**src/rtl/adder12s_pkg.sv**
```systemverilog
// adder12s_pkg: shared widths, state encoding and accumulator sizing for the adder12s frame controller
package adder12s_pkg;
    localparam int SAMPLE_W = 12;
    localparam int LANES = 8;
    localparam int SUM_W = 15;
    localparam int ADD_LAT_DEF = 5;
    typedef enum logic [1:0] {FILL = 2'd0, DRAIN = 2'd1, HOLD = 2'd2} state_e;
    function automatic int acc_width(input int groups);
        return SUM_W + $clog2(groups);
    endfunction
endpackage

```
**src/rtl/adder12s_lat_track.sv**
```systemverilog
// adder12s_lat_track: delays each issue strobe through the adder latency to flag when add_sum is ready
module adder12s_lat_track import adder12s_pkg::*; #(
    parameter int DEPTH = ADD_LAT_DEF + 1
) (
    input  logic clk,
    input  logic rst,
    input  logic issue,
    output logic capture
);
    logic [DEPTH-1:0] sr;
    always_ff @(posedge clk) begin
        if (rst) sr <= '0;
        else sr <= DEPTH'({sr, issue});
    end
    assign capture = sr[DEPTH-1];
endmodule

```
**src/rtl/adder12s_frame_ctrl.sv**
```systemverilog
// adder12s_frame_ctrl: packs samples into 8-lane adder groups and accumulates GROUPS results per frame
// Optional mean output out_avg when ADDER12S_CTRL_AVG_EN is defined.
module adder12s_frame_ctrl import adder12s_pkg::*; #(
    parameter int GROUPS = 4,
    parameter int ADD_LAT = ADD_LAT_DEF,
    localparam int ACC_W = acc_width(GROUPS)
) (
    input  logic                        clk,
    input  logic                        rst,
    input  logic                        in_valid,
    output logic                        in_ready,
    input  logic signed [SAMPLE_W-1:0]  in_data,
    output logic [LANES*SAMPLE_W-1:0]   add_vec,
    input  logic signed [SUM_W-1:0]     add_sum,
    output logic                        out_valid,
    input  logic                        out_ready,
    output logic signed [ACC_W-1:0]     out_sum
`ifdef ADDER12S_CTRL_AVG_EN
    ,output logic signed [SAMPLE_W-1:0] out_avg
`endif
);
    localparam logic [1:0] S_FILL = FILL;
    localparam logic [1:0] S_DRAIN = DRAIN;
    localparam logic [1:0] S_HOLD = HOLD;
    localparam int GRP_W = GROUPS > 1 ? $clog2(GROUPS) : 1;

    if (GROUPS < 1) begin : g_bad_groups
        $error("GROUPS must be at least 1");
    end
    // One group in flight at a time relies on the latency fitting inside the 8-sample spacing.
    if (ADD_LAT + 1 > LANES) begin : g_bad_lat
        $error("ADD_LAT+1 must not exceed the 8-cycle group spacing");
    end

    logic [1:0] state;
    logic [2:0] slot_cnt;
    logic [GRP_W-1:0] grp_cnt;
    logic [LANES-2:0][SAMPLE_W-1:0] stage;
    logic signed [ACC_W-1:0] acc, acc_nxt;
    logic xfer, issue, capture, last_grp;

    assign in_ready = state == S_FILL;
    assign out_valid = state == S_HOLD;
    assign xfer = in_valid && in_ready;
    assign issue = xfer && slot_cnt == 3'(LANES - 1);
    assign last_grp = grp_cnt == GRP_W'(GROUPS - 1);
    assign acc_nxt = acc + ACC_W'(add_sum);

`ifdef ADDER12S_CTRL_AVG_EN
    localparam int K = 3 + $clog2(GROUPS);
    if ((1 << $clog2(GROUPS)) != GROUPS) begin : g_bad_pow2
        $error("GROUPS must be a power of two when the mean output is enabled");
    end
    logic signed [ACC_W:0] avg_rnd;
    assign avg_rnd = (ACC_W + 1)'(acc_nxt) + (ACC_W + 1)'(2 ** (K - 1));
`endif

    adder12s_lat_track #(.DEPTH(ADD_LAT + 1)) u_lat (
        .clk(clk),
        .rst(rst),
        .issue(issue),
        .capture(capture)
    );

    always_ff @(posedge clk) begin
        if (rst) begin
            state <= S_FILL;
            slot_cnt <= '0;
            grp_cnt <= '0;
            acc <= '0;
            add_vec <= '0;
            out_sum <= '0;
`ifdef ADDER12S_CTRL_AVG_EN
            out_avg <= '0;
`endif
        end else begin
            if (xfer) begin
                slot_cnt <= slot_cnt + 3'd1;
                if (!issue) stage[slot_cnt] <= in_data;
            end
            if (issue) begin
                add_vec <= {in_data, stage};
                grp_cnt <= last_grp ? '0 : grp_cnt + 1'b1;
                if (last_grp) state <= S_DRAIN;
            end
            if (capture) acc <= acc_nxt;
            // The only capture seen in DRAIN belongs to the final group of the frame.
            if (capture && state == S_DRAIN) begin
                state <= S_HOLD;
                out_sum <= acc_nxt;
`ifdef ADDER12S_CTRL_AVG_EN
                out_avg <= SAMPLE_W'(avg_rnd >>> K);
`endif
            end
            if (state == S_HOLD && out_ready) begin
                state <= S_FILL;
                acc <= '0;
            end
        end
    end
endmodule
```
**config.mk**
```make
export PLATFORM = sky130hd
export DESIGN_NAME = adder12s_frame_ctrl
export DESIGN_NICKNAME = d
export VERILOG_FILES = /design/src/rtl/adder12s_pkg.sv /design/src/rtl/adder12s_lat_track.sv /design/src/rtl/adder12s_frame_ctrl.sv
export SDC_FILE = /design/constraint.sdc
export NUM_CORES = 1
export LEC_CHECK = 0
export ABC_AREA = 1
export CORE_ASPECT_RATIO = 0.8
export CORE_MARGIN = 3
export CORE_UTILIZATION = 40
export CTS_BUF_LIST = sky130_fd_sc_hd__clkbuf_2 sky130_fd_sc_hd__clkbuf_4 sky130_fd_sc_hd__clkbuf_8
export CTS_CLUSTER_DIAMETER = 80
export CTS_CLUSTER_SIZE = 28
export DETAILED_ROUTE_END_ITERATION = 8
export MAX_ROUTING_LAYER = met4
export PLACE_DENSITY = 0.67
export SKIP_CTS_REPAIR_TIMING = 1
export SLEW_MARGIN = 30
export SYNTH_ARGS = -nofsm -noshare
export SYNTH_HDL_FRONTEND = slang
export SYNTH_SLANG_ARGS = --single-unit
```
**constraint.sdc**
```tcl
create_clock -name clk -period 4.4 [get_ports clk]
set_input_delay 0.66 -clock clk [delete_from_list [all_inputs] [get_ports clk]]
set_output_delay 0.66 -clock clk [all_outputs]
set_load 0.01 [all_outputs]
```
==> run metrics, run 1 <==
critical path class reg2reg; worst-margin pin slew 923 ps; r2r endpoint stage[48]$_DFFE_PP_; clock transition at the registers of the reported paths ~160 ps; die width approximately 170 um; Setup TNS Final 0 ps; layout cell share with drive strength beyond 1 4.92%; io pins about 150; hold path depth 2; Core Rows 46; critical path arrival 2610 ps; Max Fclk roughly 400 MHz; gr ovfl total 0; slowest cell on the critical path nor3_2; cell taking the most area after synthesis dfxtp_1; EDFF count, synth 84; status finished clean; GRT Total Usage between 10% and 20%; Slew Viols, Final 0; total number of vias 5,638; wire per inst between 15 and 20 um; Max Root-Sink Buffers 3; setup violators final 0; WHS Endpoint u_lat.sr[1]$_SDFF_PP0_; Area after DPL 9990 sq um; commonest non-fill, non-tap cell in the layout clkdlybuf4s50_1; TritonCTS buffer count 13; max-cap violations 0; final instance area a little over 10,000 sq um; Port-buffer cells 145; Worst R2R Setup Slack between 1500 and 2000 ps; Synth cell types 30; # fillers between 1,500 and 2,000; proportion of synthesized area in mux cells 0%; vias per cell approximately 5; Inst Count DP 1,137; initial antenna violation count 1; Yosys warning total 0; Die Height about 130 um; Tmin final roughly 2500 ps; gp weighted congestion 0.886; worst path cell trace ha_1, ha_1, nand2_1, nand2_1, clkinv_2, nand3_1, nor3_2; RSZ-0062 raised after global routing false; DRT iter0 DRCs 448; critical path peak fanout 12; HP Class reg2reg; Die Area 22,400 sq um; drt first pass iters 5; Worst Clk Skew approximately 33 ps; predominant post-synthesis flop cell dfxtp_1; Hold WS 416 ps; origin of the worst min-delay path u_lat.sr[0]$_SDFF_PP0_; share of the synthesized area in the top cell type about a third; WP data required 4540 ps; area of the core 20,000 sq um; top cells by area, synth dfxtp_1, edfxtp_1, a22o_1; asr flop ratio synth 0%; ANT cells 0; first-pass GRT wire length 29.8 mm; largest net degree at the start of global routing 99; Slew HR 38.1%; Reg2Reg Depth 7; register area share after synthesis approximately two thirds; CP peak stage delay 760 ps; worst r2r src slot_cnt[1]$_SDFFE_PP0P_; Setup crit end kind flip-flop; Area Growth Syn to Fin 24.9%; #FFs+latches synth between 200 and 250; Non-Filler Instances between 1,000 and 1,500; H-tree depth 1; final hold violation count 0; main combinational cell family by area after synthesis compound AO/OA/AOI/OAI gates; CTS tree yes; Tcrit/Tclk final a little under three fifths; clk root buf clkbuf_8; clock sink count around 230; nets@finish 939; Worst VDD drop 0.000215 V; synthesized area per cell ~11 sq um; PwrDens between 300 and 400 nW/um^2; clock latency on the worst-skew pair approximately 530 ps; remaining antenna violation count 0; vias in the first global route ~5,400; routed wire length around 19 mm; DRC violations left 0; static leakage 4.16 nW; Synth Cell Area a little over 8000 sq um; Mapped Nets 800; most frequent cells in the layout clkdlybuf4s50_1, dfxtp_1, nand2_1, a22o_1, inv_1; hpwl dp ~13 mm; Synth Area in Compound Gates between 10 and 15%; CP Launch Type flip-flop; initial core utilization between 40% and 50%; Synth Area in Adders ~3.1%; Simple-Gate Fraction of Synth Area between 10 and 15%; post-synthesis cell count 749; Synth Area in XOR/XNOR 0.426%
==> registers in the layout, summed over array words and instances, names as in the netlist <==
| name | flops |
|---|---|
| add_vec | 96 |
| state | 2 |
| u_lat.sr | 6 |
| stage | 84 |
| out_sum | 17 |
| slot_cnt | 3 |
| acc | 17 |
| grp_cnt | 2 |
==> cell type report <==
| class | count | area, sq um | area share (%) |
|---|---|---|---|
| Clock inverter | 5 | 78.8 | 0.767 |
| Inverter | 93 | 350 | 3.41 |
| Sequential cell | 227 | 5390 | 52.4 |
| Timing Repair Buffer | 154 | 1540 | 14.9 |
| Tap cell | 264 | 330 | 3.21 |
| Clock buffer | 17 | 209 | 2.03 |
| Multi-Input combinational cell | 399 | 2390 | 23.3 |
==> worst max-delay path by stage <==
| stage | start | to | cells past startpoint |
|---|---|---|---|
| floorplan | rst | stage[12]$_DFFE_PP_ | 7 |
| global placement | in_valid | stage[31]$_DFFE_PP_ | 7 |
| detailed placement | in_valid | stage[30]$_DFFE_PP_ | 7 |
| CTS | slot_cnt[1]$_SDFFE_PP0P_ | stage[31]$_DFFE_PP_ | 7 |
| global route | slot_cnt[1]$_SDFFE_PP0P_ | stage[48]$_DFFE_PP_ | 7 |
| finish | slot_cnt[1]$_SDFFE_PP0P_ | stage[48]$_DFFE_PP_ | 7 |
==> worst max-delay path, delay by kind of cell (launching register included) <==
kind / cells / cell delay, ps
AND/OR/NAND/NOR: 4 / 1190
adder cells (fa/ha/maj): 2 / 420
buffers and inverters: 1 / 60
flip-flops: 1 / 430
==> through the flow <==
step	worst slack, ps	util (%)	power [mW]
finish	1920	51.3	3.39
global placement	1420	49.8	2.40
CTS	1800	51.3	3.42
global route	1730	51.3	3.51
floorplan	1400	-	2.32
detailed placement	1320	49.9	2.40
==> synthesized netlist by cell type, types with 2 or more instances <==
| cell type | count |
|---|---|
| o21ai_0 | 8 |
| nor2_1 | 68 |
| buf_1 | 4 |
| buf_2 | 12 |
| dfxtp_1 | 143 |
| edfxtp_1 | 84 |
| nor3_1 | 8 |
| a22o_1 | 97 |
| a21oi_1 | 14 |
| nand2_1 | 121 |
| nor4_1 | 2 |
| nand3_1 | 42 |
| o2111ai_1 | 2 |
| inv_1 | 92 |
| ha_1 | 19 |
| buf_6 | 2 |
| clkbuf_1 | 11 |
| o21ai_1 | 2 |
| or2_2 | 2 |
| o211ai_1 | 4 |
| xnor2_1 | 3 |
==> cell families after synthesis <==
group | Yosys count
and+or+nand+nor | 246
DFF | 227
AOI/OAI and AO/OA | 129
buffers and inverters | 123
adders and majority gates | 20
xor gates and xnor gates | 4
==> power breakdown <==
part           leakage [nW]  total (mW)  internal (mW)  switching [mW]
logic                  2.11       0.146         0.0528          0.0929
registers              1.91        2.20           2.20         0.00872
clock network         0.142        1.04          0.348           0.688
==> per-layer routing <==
layer  wire length [um]  track usage, %
met1               9570            23.8
met2               8460            26.2
met3               1020            3.54
met4                195            3.11
met5                  0               -
Note: power is estimated with default switching activity, not from simulation.
==> inputs of run 2 (changes only) <==
--- a/config.mk
+++ b/config.mk
@@ -14,7 +14,7 @@
 export CTS_CLUSTER_SIZE = 28
 export DETAILED_ROUTE_END_ITERATION = 8
 export MAX_ROUTING_LAYER = met4
-export PLACE_DENSITY = 0.67
+export PLACE_DENSITY = 0.7
 export SKIP_CTS_REPAIR_TIMING = 1
 export SLEW_MARGIN = 30
 export SYNTH_ARGS = -nofsm -noshare
==> constraint.sdc (replaced) <==
create_clock -name clk -period 2 [get_ports clk]
set_input_delay 0.3 -clock clk [delete_from_list [all_inputs] [get_ports clk]]
set_output_delay 0.3 -clock clk [all_outputs]
set_load 0.01 [all_outputs]
==> run 2 against run 1 <==
Compared with the run above: global-route usage grew 0.66 points; sequential power grew 120%; clock power grew 110%; clock-buffer cell count grew 1; clock skew grew 2.8 ps; worst hold slack lost 4.6 ps; final cell count grew 2.8%; register-to-register slack lost 1800 ps; first-iteration DRC count grew 16%; worst setup slack lost 1800 ps; via count grew 3.9%.
==> run metrics, run 2 (same netlist as run 1, synthesis figures left out) <==
critical path class reg2reg; critical path peak fanout 3; routed wire length 19.9 mm; Reg2Reg Depth 12; Top Registers add_vec: 96 flops, stage: 84 flops; commonest non-fill, non-tap cell in the layout clkdlybuf4s50_1; Setup crit end kind flip-flop; DRC violations left 0; clock latency on the worst-skew pair roughly 520 ps; Slew Viols, Final 0; Worst Setup Slack, final between 150 and 200 ps; internal power between 5 and 6 mW; largest net degree at the start of global routing 45; io pins between 100 and 150; Die Height between 100 and 150 um; remaining antenna violation count 0; vias per cell 4.92; clock transition at the registers of the reported paths 160 ps; most frequent cells in the layout clkdlybuf4s50_1, dfxtp_1, nand2_1, a22o_1, inv_1; Worst R2R Setup Slack approximately 170 ps; pre-CTS setup slack -290 ps; worst-margin pin slew roughly 600 ps; CTS tree yes; Inst Count DP approximately 1,200; CP Launch Type flip-flop; total power about 7.4 mW; WP data required between 2000 and 2500 ps; Die Area 22,400 sq um; total number of vias 5,856; Core Rows between 40 and 50; Hold WS 411 ps; drt first pass iters 5; Non-Filler Instances ~1,200; Tcrit/Tclk final between 90 and 100%; TritonCTS buffer count 12; Worst Clk Skew approximately 36 ps; gr ovfl total 0; Sequential Power Share about two thirds; Slew HR between 50% and 60%; hold path depth 2; initial antenna violation count 0; origin of the worst min-delay path u_lat.sr[3]$_SDFF_PP0_; static leakage 4.40 nW; initial core utilization between 40% and 50%; Max Root-Sink Buffers 3; layout cell share with drive strength beyond 1 under 10%; H-tree depth 1; Area Growth Syn to Fin 31.0%; nets@finish just under 1,000; max-cap violations 0; PwrDens 685 nW/um^2; GRT Total Usage around 18%; clk root buf clkbuf_8; critical path arrival about 2200 ps; status finished clean; Worst VDD drop a little over 0.0007 V; Setup TNS Final 0 ps; Sw Share between 20% and 30%; wire per inst approximately 17 um; setup violators final 0; vias in the first global route between 5,000 and 6,000; final hold violation count 0; Max Fclk about 550 MHz; clock power share around 29%; Tmin final ~1800 ps; logic gate share of total power under 10%; Switch Pwr around 1.6 mW; WHS Endpoint u_lat.sr[4]$_SDFF_PP0_; worst r2r src acc[0]$_SDFFE_PP0P_; r2r endpoint acc[12]$_SDFFE_PP0P_; HP Class reg2reg; clock sink count roughly 230; max reg flops 96; RSZ-0062 raised after global routing false; Port-buffer cells roughly 150; die width between 150 and 200 um; Reg with most FFs add_vec; DRT iter0 DRCs between 500 and 600; hpwl dp 13.6 mm; ANT cells 0; area of the core ~20,000 sq um; gp weighted congestion around 0.84; first-pass GRT wire length approximately 31 mm
[run 2: worst max path at each step]
stage | cells after the start | startpoint | slack (ps) | to
3_3_place_gp | 6 | in_valid | -230 | stage[72]$_DFFE_PP_
6_report | 12 | acc[0]$_SDFFE_PP0P_ | 170 | acc[12]$_SDFFE_PP0P_
3_5_place_dp | 13 | add_sum[0] | -290 | acc[12]$_SDFFE_PP0P_
5_1_grt | 12 | acc[0]$_SDFFE_PP0P_ | 30 | acc[12]$_SDFFE_PP0P_
2_1_floorplan | 8 | slot_cnt[1]$_SDFFE_PP0P_ | -110 | stage[12]$_DFFE_PP_
4_1_cts | 3 | state[1]$_SDFFE_PP0P_ | -130 | out_valid
[run 2: final cells by class]
cell class	instances	area, sq um
fillers	1750	9240
repair buffers	188	1950
clock inverters	2	27.5
flip-flops and latches	227	5390
well taps	264	330
multi-input cells	399	2510
inverters	93	352
clock buffers	18	223
[run 2: critical path, stage by stage, from the launching register on]
cell     delay, ps
dfxtp_2        360
ha_1           200
fa_2           340
nand2_1         90
nand2_2         90
nand3_1        110
nand2_1        110
nand2_2        100
nand2_1         60
nand2_1         80
nand3_1         70
nand2_1         70
inv_1           30
[run 2: power groups by stage]
stage          combinational (mW)  sequential [mW]  clock, mW
6_report                    0.395             4.85       2.15
5_1_grt                     0.430             4.85       2.36
4_1_cts                     0.397             4.85       2.22
3_3_place_gp                0.393             4.95          0
3_5_place_dp                0.395             4.95          0
2_1_floorplan               0.170             4.96          0
[run 2: metrics by stage]
step,area [sq um],utilization [%]
after floorplan,8380,-
after global routing,10800,53.9
after CTS,10800,53.7
after global placement,10500,52.5
final,10800,53.9
after detailed placement,10500,52.5
[run 2: layer usage]
metal / share of wire, % / up-vias / wire (um) / global-route usage, %
met5: 0 / - / 0 / -
met4: 1.3 / 0 / 265 / 2.89
met3: 4.9 / 19 / 972 / 2.95
met2: 45 / 150 / 8930 / 27.4
met1: 49 / 2786 / 9690 / 25.2
li1: - / 2901 / - / -
==> inputs of run 3 (changes only) <==
--- a/config.mk
+++ b/config.mk
@@ -15,8 +15,9 @@
 export DETAILED_ROUTE_END_ITERATION = 8
 export MAX_ROUTING_LAYER = met4
 export PLACE_DENSITY = 0.7
+export RECOVER_POWER = 25
 export SKIP_CTS_REPAIR_TIMING = 1
-export SLEW_MARGIN = 30
+export SLEW_MARGIN = 5
 export SYNTH_ARGS = -nofsm -noshare
 export SYNTH_HDL_FRONTEND = slang
 export SYNTH_SLANG_ARGS = --single-unit
==> run 3 against run 2 <==
Compared with the run above: critical path depth fell by 6; final cell count is the same; clock power about the same; clock-buffer cell count did not move; combinational power shrank 2%; worst setup slack got worse by 58 ps; worst hold slack got worse by 2.4 ps; design area fell by 0.21%; non-clock buffer count did not move; highest routed layer unchanged; critical endpoint is now add_vec[61]$_SDFFE_PP0P_; critical path type is now in2reg; largest power group unchanged; first-iteration DRC count is 5.2% lower.
==> run metrics, run 3 (same netlist as run 1, synthesis figures left out) <==
status finished clean; CP Launch Type primary input; drt first pass iters 5; static leakage about 4.4 nW; initial core utilization 41.1%; Worst VDD drop ~0.00072 V; wire per inst 16.6 um; Critical Path Start rst; first-pass GRT wire length ~31 mm; most frequent cells in the layout dfxtp_1, clkdlybuf4s50_1, nand2_1, a22o_1, inv_1; pre-CTS setup slack -290 ps; Reg with most FFs add_vec; Sequential Power Share between 60 and 70%; die width between 150 and 200 um; # fillers about 1,800; hpwl dp ~14 mm; layout cell share with drive strength beyond 1 9.39%; worst-margin pin slew 956 ps; PwrDens around 700 nW/um^2; total number of vias between 5,000 and 6,000; gr ovfl total 0; Slew HR about 36%; io pins 146; DRT iter0 DRCs a little under 500; Area Growth Syn to Fin 30.7%; commonest non-fill, non-tap cell in the layout dfxtp_1; Slew Viols, Final 0; r2r endpoint acc[12]$_SDFFE_PP0P_; clock sink count 227; logic gate share of total power under 10%; clock transition at the registers of the reported paths ~160 ps; vias per cell roughly 5; critical path's top delay family buffers and inverters; Max Root-Sink Buffers 3; DRC violations left 0; Die Area 22,400 sq um; Sw Share around 22%; area of the core ~20,000 sq um; Setup crit end kind flip-flop; max-cap violations 0; total power 7.38 mW; Worst Setup Slack, final between 100 and 150 ps; HP Class reg2reg; max reg flops between 90 and 100; Non-Filler Instances 1,191; Tcrit/Tclk final between 90 and 100%; vias in the first global route approximately 5,600; RSZ-0062 raised after global routing false; final instance area around 11,000 sq um; remaining antenna violation count 0; Core Rows 46; largest net degree at the start of global routing 45; Tmin final 1890 ps; Switch Pwr 1.64 mW; Buf+Inv Stages, Crit Path 4; worst r2r src acc[0]$_SDFFE_PP0P_; final hold violation count 0; critical path class in2reg; Area after DPL approximately 11,000 sq um; Port-buffer cells 145; gp weighted congestion 0.838; initial antenna violation count 0; critical path arrival ~2300 ps; ANT cells 0; nets@finish 972; clock power share between 20% and 30%; origin of the worst min-delay path u_lat.sr[3]$_SDFF_PP0_; GRT Total Usage between 10% and 20%; CTS tree yes; H-tree depth 1; clk root buf clkbuf_8; Inst Count DP around 1,200; Die Height roughly 130 um; slowest cell on the critical path clkbuf_1; Hold WS slightly above 400 ps; TritonCTS buffer count 12; CP peak stage delay between 700 and 800 ps; Top Registers add_vec: 96 flops, stage: 84 flops; Worst R2R Setup Slack between 150 and 200 ps; clock latency on the worst-skew pair around 520 ps; CP endpoint add_vec[61]$_SDFFE_PP0P_; setup violators final 0; Worst Clk Skew between 30 and 40 ps; Reg2Reg Depth 12; routed wire length 19.8 mm; worst path cell trace dlygate4sd3_1, clkbuf_1, nor2_4, buf_12, buf_6, a22o_1; CP Depth 6; critical path peak fanout 20; internal power about 5.7 mW; WP data required around 2400 ps; Max Fclk 529 MHz
## run 3: area by class of cell
cell class	count	area, sq um	share of cell area [%]
flip-flops and latches	227	5390	50.1
multi-input cells	399	2500	23.2
repair buffers	188	1940	18.0
inverters	93	352	3.27
well taps	264	330	3.07
clock buffers	18	223	2.07
clock inverters	2	27.5	0.256
## run 3: worst min path at each step
stage / slack, ps / cells past startpoint / endpoint
finish: 410 / 2 / u_lat.sr[4]$_SDFF_PP0_
global route: 430 / 2 / u_lat.sr[1]$_SDFF_PP0_
CTS: 410 / 2 / u_lat.sr[1]$_SDFF_PP0_
detailed placement: 390 / 2 / u_lat.sr[1]$_SDFF_PP0_
global placement: 390 / 2 / u_lat.sr[2]$_SDFF_PP0_
floorplan: 390 / 2 / u_lat.sr[1]$_SDFF_PP0_
## run 3: worst register-to-register path: stages (launching register included)
cell and delay, ps:
dfxtp_1 360, ha_1 210, fa_2 340, nand2_1 90
nand2_2 90, nand3_1 110, nand2_1 110, nand2_2 100
nand2_1 60, nand2_1 80, nand3_1 70, nand2_1 70
inv_1 30
## run 3: metrics by stage
stage          util (%)  TNS (ps)
2_1_floorplan         -     -3880
3_3_place_gp       52.5    -19500
3_5_place_dp       52.5    -19380
4_1_cts            53.7      -132
5_1_grt            53.7         0
6_report           53.7         0
## run 3: power groups by stage
stage | registers (mW) | logic [mW] | clock network, mW
finish | 4.85 | 0.388 | 2.14
floorplan | 4.96 | 0.170 | 0
detailed placement | 4.95 | 0.395 | 0
global route | 4.86 | 0.424 | 2.36
global placement | 4.95 | 0.393 | 0
CTS | 4.85 | 0.397 | 2.22
## run 3: routing by layer
metal	routed length (um)	track usage, %	vias to the layer above
li1	-	-	2897
met1	9500	25.2	2776
met2	8940	27.4	142
met3	1050	2.95	18
met4	265	2.89	0
met5	0	-	-
